==> config.mk <==
export PLATFORM = sky130hd
export DESIGN_NAME = fifo_rd_stream
export DESIGN_NICKNAME = d
export VERILOG_FILES = /design/src/rtl/fifo_rd_stream.sv
export SDC_FILE = /design/constraint.sdc
export NUM_CORES = 1
export LEC_CHECK = 0
export BUFFER_PORTS_ARGS = -buffer_cell sky130_fd_sc_hd__buf_4
export CAP_MARGIN = 15
export CORE_UTILIZATION = 55
export DETAILED_ROUTE_END_ITERATION = 10
export HOLD_SLACK_MARGIN = 0.06
export PLACE_DENSITY = 0.86
export SYNTH_ARGS = -nofsm -noshare
export SYNTH_HDL_FRONTEND = slang
export SYNTH_SLANG_ARGS = --single-unit
==> constraint.sdc <==
create_clock -name rclk -period 2.85 [get_ports rclk]
set_input_delay 0.4275 -clock rclk [delete_from_list [all_inputs] [get_ports rclk]]
set_output_delay 0.4275 -clock rclk [all_outputs]
set_load 0.03 [all_outputs]
==> src/rtl/fifo_rd_stream.sv <==
// Read-side output stage of the async FIFO (rclk domain).
// Pulls words from the FIFO memory while it is not empty and presents them
// on a registered valid/ready stream through a 2-entry skid buffer.
// The read request depends only on registered state, rempty and reset,
// never on m_ready, so no combinational path crosses to the pointer logic.
module fifo_rd_stream #(
    parameter int unsigned data_size = 8,
    parameter int unsigned cnt_size  = 16
) (
    input  logic                 rclk,
    input  logic                 rrst,
    input  logic                 rempty,
    input  logic [data_size-1:0] rdata,
    output logic                 rinc,
    output logic                 m_valid,
    output logic [data_size-1:0] m_data,
    input  logic                 m_ready,
    output logic [1:0]           buf_level,
    output logic [cnt_size-1:0]  beat_cnt
);

    // Buffer occupancy doubles as the controller state
    typedef enum logic [1:0] {
        LVL_EMPTY = 2'd0,
        LVL_ONE   = 2'd1,
        LVL_TWO   = 2'd2
    } level_e;

    level_e                state_q, state_d;
    logic [data_size-1:0]  slot0_q, slot0_d;   // head, drives m_data
    logic [data_size-1:0]  slot1_q, slot1_d;   // skid entry
    logic                  m_valid_q, m_valid_d;
    logic [cnt_size-1:0]   beat_cnt_q, beat_cnt_d;

    logic push;
    logic pop;

    // Read request: only registered state, empty flag and reset feed it
    always_comb begin
        push = rrst & ~rempty & (state_q != LVL_TWO);
        pop  = m_valid_q & m_ready;
    end

    // Next-state, slot moves and beat counter
    always_comb begin
        state_d    = state_q;
        slot0_d    = slot0_q;
        slot1_d    = slot1_q;
        beat_cnt_d = beat_cnt_q;

        if (pop) begin
            beat_cnt_d = beat_cnt_q + cnt_size'(1);
        end

        case (state_q)
            LVL_EMPTY: begin
                if (push) begin
                    slot0_d = rdata;
                    state_d = LVL_ONE;
                end
            end
            LVL_ONE: begin
                if (push && pop) begin
                    slot0_d = rdata;
                end else if (push) begin
                    slot1_d = rdata;
                    state_d = LVL_TWO;
                end else if (pop) begin
                    state_d = LVL_EMPTY;
                end
            end
            LVL_TWO: begin
                if (pop) begin
                    slot0_d = slot1_q;
                    state_d = LVL_ONE;
                end
            end
            default: begin
                state_d = LVL_EMPTY;
            end
        endcase

        m_valid_d = (state_d != LVL_EMPTY);
    end

    // State registers with synchronous active-low reset
    always_ff @(posedge rclk) begin
        if (!rrst) begin
            state_q    <= LVL_EMPTY;
            slot0_q    <= '0;
            slot1_q    <= '0;
            m_valid_q  <= 1'b0;
            beat_cnt_q <= '0;
        end else begin
            state_q    <= state_d;
            slot0_q    <= slot0_d;
            slot1_q    <= slot1_d;
            m_valid_q  <= m_valid_d;
            beat_cnt_q <= beat_cnt_d;
        end
    end

    // Output mapping
    always_comb begin
        rinc      = push;
        m_valid   = m_valid_q;
        m_data    = slot0_q;
        buf_level = state_q;
        beat_cnt  = beat_cnt_q;
    end

endmodule
==> metrics.cfg <==
[run_status]
outcome=finished with violations
violations=design-rule violations

[power_and_ir_drop]
clockPowerShare_pct=27.3
intPower_w=0.0006684
power.share.switching_pct=28.16
p_seq_share_pct=56.6
p_leak_nw=0.9910
p_comb_share_pct=16.2
vdd_drop_max_v=0.0003361
power_w=0.0009303
power.density_nw_per_um2=464.7
p_switching_w=0.0002619

[clock_network]
cts_tree=done
clock_latency_ns=0.33
clockBufferDepth=2
cts_resized=0
hold_buffers=0
postCtsSetupRepairBufs=0
path_clk_slew_ns=0.10
htree_num_levels=2
root_buffer=clkbuf_4
clkSinkCount=35
cts_buffers=5

[timing]
min_period_ns=1.805
slew_headroom_pct=62.77
drv_slew=0
hold_viol=0
period_share_pct=63.35
finClkSkew_ns=0.003179
rsz0062_at_grt=false
finalSetupTns_ns=0
tightest_slew_ns=0.5585
setup_viol=0
fmax_mhz=553.9

[place]
place_congestion=0.7795
hpwl_mm=2.572
io_buffers=39

[routing]
vias=1370
wire_per_inst_um=15.00
detailedRoute.firstPassIterationCount=7
drc=2
drt_iter0_markers=54
ant_nets=0
totalWireLength_mm=3.509
viasPerCell=5.855

[finish]
multi_input_area_um2=915.9
areaGrowthSynthToFinish_pct=18.43
fill_cells=214
register_area_um2=700.7
final_common_cell=buf_4
antenna_cells=0
drive_above_1_share_pct=26.11
fin_nets=215
mostFrequentLayoutCells=39 x buf_4, 35 x dfxtp_1, 18 x mux2i_1, 14 x and2_1, 9 x nor2b_1

[global_routing]
grt_pass1_vias=1311
grt_max_degree=40
overflow=0
grt_pass1_wl_mm=5.947
grt_use_total_pct=23.76
antenna_found_initial=0

[critical_path]
path_delay_family=flip-flops
rr_startpoint=buf_level[1]$_SDFF_PN0_
setup.worst_path.start=buf_level[1]$_SDFF_PN0_
r2r.worst_path.cells=4
cp_max_fo=8
arrival_ns=1.38
cp_num_buf_inv=1
path_cells=nor2b_1, nor2_1, buf_4
endpoint_kind=primary output
path_class=flip-flop to primary output
start_kind=flip-flop
crit_cells=3
worst_path_max_delay_cell=dfxtp_1
worst_path_largest_cell_delay_ns=0.47
required_ns=2.42

[die]
chipWidth_um=57.44
placement_rows=19
die_y_um=57.44
start_util_pct=59.75
boundaryPins=40
die-area_um2=3299
core_um2=2829

[hold_path]
min_from=rdata[5]
hold-path-cell-count=3
hold_class=input port to flip-flop

[yosys]
syn_area_um2=1690
syn_inst=165
synth_nets=178
ys_seq_area_share_pct=41.45
synth.avg_cell_area_um2=10.24
ys_types=39
synth_seq_cells=35
ys_warn_count=0

[job]
drv_cap=0

[cells in the mapped netlist]
library cell / number / area [µm²]
a21boi_0: 2 / 15.01
a21boi_1: 1 / 7.510
a21oi_1: 3 / 15.01
a21oi_4: 1 / 16.27
and2_1: 14 / 87.58
and3_1: 1 / 6.260
and4_1: 2 / 17.52
and4bb_1: 1 / 12.51
buf_2: 2 / 10.01
buf_4: 1 / 7.510
buf_6: 4 / 45.04
clkbuf_1: 2 / 7.510
dfxtp_1: 35 / 700.7
ha_1: 1 / 12.51
inv_1: 1 / 3.750
mux2i_1: 18 / 180.2
nand2_1: 7 / 26.28
nand2_4: 1 / 11.26
nand2b_1: 3 / 18.77
nand3_1: 6 / 30.03
nand4_1: 3 / 18.77
nand4_2: 1 / 12.51
nand4bb_1: 1 / 11.26
nor2_1: 5 / 18.77
nor2_4: 1 / 11.26
nor2b_1: 9 / 56.30
nor3_1: 2 / 10.01
nor4_4: 1 / 21.27
nor4b_2: 2 / 30.03
o21a_1: 1 / 7.510
o21ai_0: 7 / 35.03
o21ai_1: 2 / 10.01
o22ai_1: 1 / 6.260
o311a_1: 8 / 80.08
or2b_1: 1 / 7.510
or3_1: 1 / 6.260
or3b_4: 1 / 11.26
xnor2_1: 7 / 61.31
xor2_1: 5 / 43.79
[cell type report]
type	instances	area share [%]
multi-input cells	120	45.75
flip-flops and latches	35	35.00
repair buffers	39	14.63
clock buffers	7	2.250
well taps	31	1.938
inverters	1	0.1875
clock inverters	1	0.2500
[state kept, by name, indices dropped and copies added (netlist names)]
name       flops
m_valid        1
buf_level      2
beat_cnt      16
m_data         8
slot1_q        8
[metal layers]
| metal | share of wire (%) | global-route usage, % |
|---|---|---|
| met4 | 2.0 | 12.54 |
| met5 | 0 | 0 |
| met1 | 45 | 28.90 |
| met2 | 49 | 39.04 |
| met3 | 4.3 | 5.442 |
[power groups by stage]
stage | registers, W | logic, W | clock network, W
final | 0.000526 | 0.000150 | 0.000254
after global routing | 0.000529 | 0.000161 | 0.000275
after CTS | 0.000526 | 0.000151 | 0.000257
after detailed placement | 0.000537 | 0.000150 | 0
after global placement | 0.000535 | 0.000145 | 0
after floorplan | 0.000565 | 0.0000730 | 0
[per-stage QoR]
step / std cells / utilization [%] / worst slack (ns) / hold slack (ns) / cell area [µm²]
finish: 234 / 70.77 / 1.045 / 0.3556 / 2002
global route: 234 / 70.77 / 0.9257 / 0.3584 / 2002
CTS: 234 / 70.77 / 1.053 / 0.3514 / 2002
detailed placement: 226 / 69.00 / 0.8963 / 0.4708 / 1952
global placement: 226 / 69.00 / 0.9565 / 0.4630 / 1952
floorplan: 165 / - / 1.194 / 0.4849 / 1690
[logic make-up (layout without fill, tap and decap cells)]
kind of cell | count (synthesis) | count (layout) | synth area share, %
compound gates | 26 | 26 | 11.40
xor+xnor | 12 | 12 | 6.218
fa+ha+maj | 1 | 1 | 0.7401
buf+inv | 10 | 48 | 4.367
flops | 35 | 35 | 41.45
mux | 18 | 18 | 10.66
simple gates | 63 | 63 | 25.17
[path summary, 6_finish.rpt]
path,endpoint,slack (ns)
worst max-delay path,rinc,1.04
worst min-delay path,slot1_q[5]$_SDFFE_PN0P_,0.36
worst max register to register,m_data[1]$_SDFFE_PN0P_,1.08
worst min register to register,beat_cnt[15]$_SDFFE_PN0P_,0.50
[worst reg2reg max path: cells and delay by family (launching register included)]
kind / cells / cell delay (ns)
and+or+nand+nor: 1 / 0.48
AOI/OAI and AO/OA: 3 / 0.72
DFF: 1 / 0.47
Power figures use the tool's default switching activity.
